**config.mk**
```make
export PLATFORM = sky130hd
export DESIGN_NAME = dynamic_branch_predictor
export DESIGN_NICKNAME = d
export VERILOG_FILES = /design/src/rtl/bp_pkg.sv /design/src/rtl/bp_btb.sv /design/src/rtl/dynamic_branch_predictor.sv
export SDC_FILE = /design/constraint.sdc
export NUM_CORES = 2
export LEC_CHECK = 0
export CORE_MARGIN = 10
export CORE_UTILIZATION = 30
export CTS_CLUSTER_SIZE = 16
export DETAILED_ROUTE_END_ITERATION = 7
export PLACE_DENSITY_LB_ADDON = 0.15
export SLEW_MARGIN = 20
export SYNTH_ARGS = -nofsm -noshare
export SYNTH_HDL_FRONTEND = slang
export SYNTH_SLANG_ARGS = --single-unit
```
**constraint.sdc**
```tcl
create_clock -name CLK -period 4.51 [get_ports CLK]
set_input_delay 0.451 -clock CLK [delete_from_list [all_inputs] [get_ports CLK]]
set_output_delay 0.451 -clock CLK [all_outputs]
set_load 0.05 [all_outputs]
```
**src/rtl/bp_pkg.sv**
```systemverilog
// Shared types for the dynamic branch predictor: 2-bit counter encodings,
// the saturating counter next-state function and the BTB entry layout.
package bp_pkg;

    localparam int TAG_W = 8;

    typedef enum logic [1:0] {
        SNT = 2'b00,
        WNT = 2'b01,
        WT  = 2'b10,
        ST  = 2'b11
    } ctr_t;

    typedef struct packed {
        logic             valid;
        logic [TAG_W-1:0] tag;
        logic [31:0]      target;
    } btb_entry_t;

    function automatic ctr_t ctr_next(input ctr_t c, input logic taken);
        ctr_t n;
        n = c;
        if (taken) begin
            if (c != ST) n = ctr_t'(c + 2'd1);
        end else begin
            if (c != SNT) n = ctr_t'(c - 2'd1);
        end
        return n;
    endfunction

endpackage

```
**src/rtl/bp_btb.sv**
```systemverilog
// Tagged branch target buffer: combinational read, negedge write,
// asynchronous clear of the valid bits only.
module bp_btb
    import bp_pkg::*;
#(
    parameter int IDX_BITS = 6
) (
    input  logic                clk,
    input  logic                rst_n,
    input  logic [IDX_BITS-1:0] rd_idx,
    output btb_entry_t          rd_entry,
    input  logic                wr_en,
    input  logic [IDX_BITS-1:0] wr_idx,
    input  logic [TAG_W-1:0]    wr_tag,
    input  logic [31:0]         wr_target
);

    localparam int unsigned DEPTH = 2 ** IDX_BITS;

    logic [DEPTH-1:0] valid_q, valid_d;
    logic [TAG_W-1:0] tag_q    [DEPTH];
    logic [TAG_W-1:0] tag_d    [DEPTH];
    logic [31:0]      target_q [DEPTH];
    logic [31:0]      target_d [DEPTH];

    assign rd_entry = '{valid: valid_q[rd_idx], tag: tag_q[rd_idx], target: target_q[rd_idx]};

    always_comb begin
        valid_d  = valid_q;
        tag_d    = tag_q;
        target_d = target_q;
        if (wr_en) begin
            valid_d[wr_idx]  = 1'b1;
            tag_d[wr_idx]    = wr_tag;
            target_d[wr_idx] = wr_target;
        end
    end

    always_ff @(negedge clk or negedge rst_n) begin
        if (!rst_n) valid_q <= '0;
        else        valid_q <= valid_d;
    end

    // Tag/target need no reset: they are only observed through a valid bit.
    always_ff @(negedge clk) begin
        tag_q    <= tag_d;
        target_q <= target_d;
    end

endmodule

```
**src/rtl/dynamic_branch_predictor.sv**
```systemverilog
// IF-stage dynamic branch predictor: 2-bit BHT + tagged BTB, EX-stage update,
// mispredict detection and saturating statistics. Define BP_GSHARE_EN for gshare indexing.
module dynamic_branch_predictor
    import bp_pkg::*;
#(
    parameter int         IDX_BITS = 6,
    parameter int         TAG_BITS = TAG_W,
    parameter int         STAT_W   = 32,
    parameter logic [1:0] CTR_INIT = 2'b01
) (
    input  logic                CLK,
    input  logic                Reset_L,
    input  logic [31:0]         IF_PC,
    output logic                Pred_Taken,
    output logic [31:0]         Pred_NextPC,
    output logic [IDX_BITS-1:0] Pred_Index,
    input  logic                EX_Update,
    input  logic [31:0]         EX_PC,
    input  logic [IDX_BITS-1:0] EX_Index,
    input  logic                EX_PredTaken,
    input  logic [31:0]         EX_PredNextPC,
    input  logic                EX_Taken,
    input  logic [31:0]         EX_Target,
    output logic                Mispredict,
    output logic [31:0]         Correct_PC,
    output logic [STAT_W-1:0]   Stat_Branches,
    output logic [STAT_W-1:0]   Stat_Mispred
);

    localparam int unsigned DEPTH = 2 ** IDX_BITS;
    localparam int          TAG_HI = IDX_BITS + TAG_BITS + 1;

    logic [IDX_BITS-1:0] if_idx, ex_idx;
    logic [TAG_BITS-1:0] if_tag, ex_tag;
    btb_entry_t          rd_entry;
    logic                hit;

    ctr_t              bht_q [DEPTH];
    ctr_t              bht_d [DEPTH];
    logic [STAT_W-1:0] branches_q, branches_d;
    logic [STAT_W-1:0] mispred_q, mispred_d;

    logic unused_pc_bits;
    assign unused_pc_bits = ^{IF_PC[31:TAG_HI+1], IF_PC[1:0], EX_PC[31:TAG_HI+1], EX_PC[1:0]};

    assign if_idx = IF_PC[IDX_BITS+1:2];
    assign if_tag = IF_PC[TAG_HI:IDX_BITS+2];
    assign ex_idx = EX_PC[IDX_BITS+1:2];
    assign ex_tag = EX_PC[TAG_HI:IDX_BITS+2];

`ifdef BP_GSHARE_EN
    logic [7:0] ghr_q, ghr_d;

    assign Pred_Index = if_idx ^ ghr_q[IDX_BITS-1:0];

    always_comb begin
        ghr_d = ghr_q;
        if (EX_Update) ghr_d = {ghr_q[6:0], EX_Taken};
    end

    always_ff @(negedge CLK or negedge Reset_L) begin
        if (!Reset_L) ghr_q <= '0;
        else          ghr_q <= ghr_d;
    end
`else
    assign Pred_Index = if_idx;
`endif

    bp_btb #(.IDX_BITS(IDX_BITS)) u_btb (
        .clk       (CLK),
        .rst_n     (Reset_L),
        .rd_idx    (if_idx),
        .rd_entry  (rd_entry),
        .wr_en     (EX_Update && EX_Taken),
        .wr_idx    (ex_idx),
        .wr_tag    (ex_tag),
        .wr_target (EX_Target)
    );

    assign hit         = rd_entry.valid && (rd_entry.tag == if_tag);
    assign Pred_Taken  = hit && (bht_q[Pred_Index] inside {WT, ST});
    assign Pred_NextPC = Pred_Taken ? rd_entry.target : IF_PC + 32'd4;

    assign Mispredict = EX_Update &&
                        ((EX_PredTaken != EX_Taken) || (EX_Taken && (EX_PredNextPC != EX_Target)));
    assign Correct_PC = EX_Taken ? EX_Target : EX_PC + 32'd4;

    assign Stat_Branches = branches_q;
    assign Stat_Mispred  = mispred_q;

    always_comb begin
        bht_d      = bht_q;
        branches_d = branches_q;
        mispred_d  = mispred_q;
        if (EX_Update) begin
            bht_d[EX_Index] = ctr_next(bht_q[EX_Index], EX_Taken);
            if (branches_q != '1)              branches_d = branches_q + STAT_W'(1);
            if (Mispredict && mispred_q != '1) mispred_d  = mispred_q + STAT_W'(1);
        end
    end

    always_ff @(negedge CLK or negedge Reset_L) begin
        if (!Reset_L) begin
            for (int unsigned i = 0; i < DEPTH; i++) bht_q[i] <= ctr_t'(CTR_INIT);
            branches_q <= '0;
            mispred_q  <= '0;
        end else begin
            bht_q      <= bht_d;
            branches_q <= branches_d;
            mispred_q  <= mispred_d;
        end
    end

endmodule
```
# ---- After elaboration in Yosys (flattened, before gate mapping)
# Cells that the tools add are included.
dict set report op_classes {
  bitwise 4
  muxes 31
  n_eq_ne 8
  n_reduce_logical 14
  add_sub_neg 6
  order_cmp 8
}
# operator count
set op_table {}
lappend op_table {{$bwmux W2048} 1}
lappend op_table {{$bwmux W512} 1}
lappend op_table {{$bmux W32 S6} 1}
lappend op_table {{$demux W32 S6} 1}
lappend op_table {{$mux W32} 5}
lappend op_table {{$bwmux W128} 1}
lappend op_table {{$add A32 B1 Y32 const B} 2}
lappend op_table {{$add A32 B3 Y32 const B} 2}
lappend op_table {{$ne A32 B32 Y1 const B} 2}
lappend op_table {{$or A64 B64 Y64} 1}
lappend op_table {{$bmux W8 S6} 1}
lappend op_table {{$demux W8 S6} 1}
lappend op_table {{$ne A32 B32 Y1} 1}
lappend op_table {{$bmux W2 S6} 2}
lappend op_table {{$mux W8} 3}
lappend op_table {{$ge A7 B7 Y1 const B} 3}
lappend op_table {{$not A6 Y7} 3}
lappend op_table {{$mux W2} 9}
lappend op_table {{$lt A6 B7 Y1 const B} 2}
lappend op_table {{$lt A7 B1 Y1 const B} 2}
lappend op_table {{$demux W2 S6} 1}
lappend op_table {{$logic_and A1 B1 Y1} 9}
lappend op_table {{$eq A8 B8 Y1} 1}
lappend op_table {{$bmux W1 S6} 1}
lappend op_table {{other kinds (11)} 15}
dict set report totals {
  in_bits 139
  wordCells 266
  out_inout_bits 136
  register_bits 2816
}

# ---- Logic depth before layout (Yosys ltp)
dict set report depth {
  word_depth 9
  mapped_depth 13
  depth_no_buf 9
}

# ---- Cells and area by module
# Synthesis repeated with hierarchy kept, for this count alone.
dict set report hier_totals {
  cells_unflattened 5760
  hier_area_um2 112180.1
}
# module n_inst cells_each seq_area_each_um2 area_per_inst_um2
set modules_own_cells {}
lappend modules_own_cells {bp_btb 1 4400 78475.3 100224.9}
lappend modules_own_cells {dynamic_branch_predictor 1 1360 4884.7 11955.2}

==> metrics.json <==
{
  "max-slew-margin-rel_pct": 35.4,
  "final.setup.worst_slack_ns": -2.47,
  "min_path_type": "flip-flop to flip-flop",
  "clock_skew_ns": 0.0806,
  "synth_area_per_inst_um2": 21.4,
  "cts.htree.levels": 5,
  "irDropWorstVdd_mv": 0.346,
  "synth_top_cell_by_area": "edfxtp_1",
  "finish.utilization_pct": 41.0,
  "synth_async_sr_flop_share_pct": 9.09,
  "fp.coreArea_mm2": 0.369,
  "grt.total_usage_pct": 20.1,
  "failed_checks": "DRC, setup timing",
  "clock-sinks": 2816,
  "finalHoldWorstSlack_ns": 0.413,
  "die_h_um": 629,
  "routed-via-count": 69000,
  "timing_hold_violations_final": 0,
  "hpwlAfterDp_um": 250000,
  "drc": 1,
  "first_global_vias": 77000,
  "path_class": "flip-flop to output port",
  "root_buffer": "clkbuf_16",
  "synth.net_count": 5347,
  "die_area_mm2": 0.396,
  "cts_hold_buf": 0,
  "clock_latency_ns": 0.93,
  "final_layout_size_suffix_gt1_share_pct": 29.4,
  "synth_edf_count": 2560,
  "grt_start_max_net_pins": 90,
  "drt_pass1_iterations": 8,
  "power_mw": 70.5,
  "post_synth_num_cell_types": 73,
  "transition_time_of_the_tightest_slew_check_pin_ns": 0.968,
  "drt.antenna.violating_nets": 0,
  "cts_tree": "yes",
  "vias_per_cell": 4.87,
  "setup-violations-final": 161,
  "worst_setup_path_end_kind": "output port",
  "antenna_found_initial": 21,
  "floorplan.io_pins": 275,
  "synth_sequential_area_ratio_pct": 74.8,
  "dieWidth_um": 629,
  "nets": 9098,
  "path_clk_slew_ns": 0.05,
  "worst-endpoint-arrival_ns": 6.53,
  "synth-seq-cells": 2816,
  "initial_utilization_pct": 30.2,
  "cell_types_occupying_the_most_area_after_synthesis": "edfxtp_1, mux4_2, dfrtn_1, mux2_2, dfstp_2",
  "timing.critical_path.buf_inv": 5,
  "multi_input_area_mm2": 0.0280,
  "max_stage_delay_ns": 0.48,
  "place_congestion": 0.805,
  "critical_path.slowest_cell": "mux4_2",
  "post_synth_instance_area_mm2": 0.111,
  "power.static_leakage_nw": 61.2,
  "cell_count_after_placement": 10900,
  "fill_cells": 34400,
  "grt-ovfl-total": 0,
  "post_synth_inst_count": 5204,
  "initialDrtViolationCount": 6248,
  "seqCellArea_mm2": 0.0834,
  "crit_family": "multiplexers",
  "clk_path_buf_depth": 4,
  "critPathRequiredTime_ns": 4.06,
  "crit_chain": "mux4_2, mux2_4, a32o_2, nor4_4, and3b_2, o211ai_1, nor4_4, buf_6, buf_12, buf_12, buf_6, mux2_4, buf_12",
  "final_max_slew_viol_count": 0,
  "avgRoutedWirePerCell_um": 28.8,
  "place_worst_setup_slack_ns": -2.14,
  "grt_pass1_wl_um": 565000,
  "area_fraction_of_the_dominant_cell_type_after_synthesis_pct": 69.0,
  "area_growth_pct": 36.1,
  "worst_path_max_fanout": 4,
  "io_buffer_count": 274,
  "power-per-cell-area_mw_per_mm2": 465,
  "critical_path.startpoint_type": "flip-flop",
  "routed_wl_um": 409000,
  "unrepaired_setup_endpoints_after_global_routing": "true",
  "yosysWarningCount": 0,
  "synthFlopType": "edfxtp_1",
  "inserted_clock_buffers": 324,
  "layout.cells.non_filler": 14200,
  "drv_cap": 0,
  "row_count": 223,
  "critPathMostFrequentCell": "buf_12",
  "run_status": "finished with violations"
}
where the power goes:
| part | switching (mW) | internal, mW | total, mW |
|---|---|---|---|
| Clock | 17.0 | 19.6 | 36.5 |
| Combinational | 2.66 | 1.96 | 4.62 |
| Sequential | 0.228 | 29.1 | 29.3 |
through the flow:
stage | setup TNS, ns | cell area, µm²
floorplan | -240.49 | 113000
CTS | -83.86 | 151000
finish | -94.91 | 152000
detailed placement | -1044.59 | 130000
global placement | -1046.69 | 130000
global route | -101.85 | 152000
layout by cell type, fill, tap and decap left out, types with 66 or more instances in the layout:
cell	instances
xnor2_1	71
mux4_2	771
inv_1	2709
dfrtn_1	192
clkbuf_16	343
buf_2	66
or2_2	70
clkinvlp_2	72
edfxtp_1	2560
mux2_4	101
xor2_1	80
clkdlybuf4s50_1	101
nand2_1	175
buf_12	342
nand3_1	73
buf_4	476
mux2_2	73
nor2_1	104
routing by layer:
layer  track usage, %  up-vias  wire length [µm]
li1                 -    29300                 -
met1             25.3    36800            168000
met2             33.0     2431            206000
met3             5.04      512             22900
met4             8.35        0             11700
met5                0        -                 0
synth_stat cells, types with 70 or more instances:
library cell and count:
nand2_1 181, buf_2 78, xnor2_1 72, mux4_2 767, xor2_1 84, or2_2 70
nand3_1 79, mux2_2 174, nor2_1 169, dfrtn_1 192, edfxtp_1 2560, clkbuf_1 134
flip-flops by register name, summed over array words and instances, names as in the netlist:
signal          count
u_btb.tag_q       512
Stat_Branches      32
u_btb.valid_q      64
Stat_Mispred       32
u_btb.target_q   2048
bht_q             128
path summary, 6_finish.rpt:
kind                       slack, ns         startpoint  depth (start not counted)                end
setup / recovery               -2.47   u_btb.tag_q[413]                         13    Pred_NextPC[26]
hold / removal                  0.41  u_btb.valid_q[27]                          1  u_btb.valid_q[27]
setup reg to reg                1.70          bht_q[41]                         11         bht_q[113]
max in group asynchronous       2.06            Reset_L                          2          bht_q[18]
hold reg to reg                 0.41  u_btb.valid_q[27]                          1  u_btb.valid_q[27]
min in group asynchronous       1.68            Reset_L                          1         bht_q[117]
kinds of logic (layout without fill, tap and decap cells):
kind of cell,Yosys count,after routing,share of synthesized area (%)
DFF,2816,2816,74.8
and+or+nand+nor,685,685,3.01
adders and majority gates,6,7,0.0629
xor gates and xnor gates,156,156,1.23
buffers and inverters,296,4302,1.22
AOI/OAI and AO/OA,239,239,1.52
muxes,1006,1006,18.1
other,0,16,0
timing repair:
item | 4_1_cts | 5_1_grt
setup buffers | 17 | 3
pin swaps | 28 | 14
setup endpoints to repair | 250 | 183
endpoints found under the hold margin | 0 | 0
resized for setup | 349 | 54
gates cloned | 7 | 13
final cells by class:
type / count / share of cell area [%]
flip-flops and latches: 2816 / 55.0
clock inverters: 2868 / 8.21
diodes: 16 / 0.0264
well taps: 4950 / 4.09
multi-input cells: 2093 / 18.5
clock buffers: 338 / 5.55
inverters: 21 / 0.0536
repair buffers: 1075 / 8.59
No activity file was read; power rests on OpenSTA's default activity.
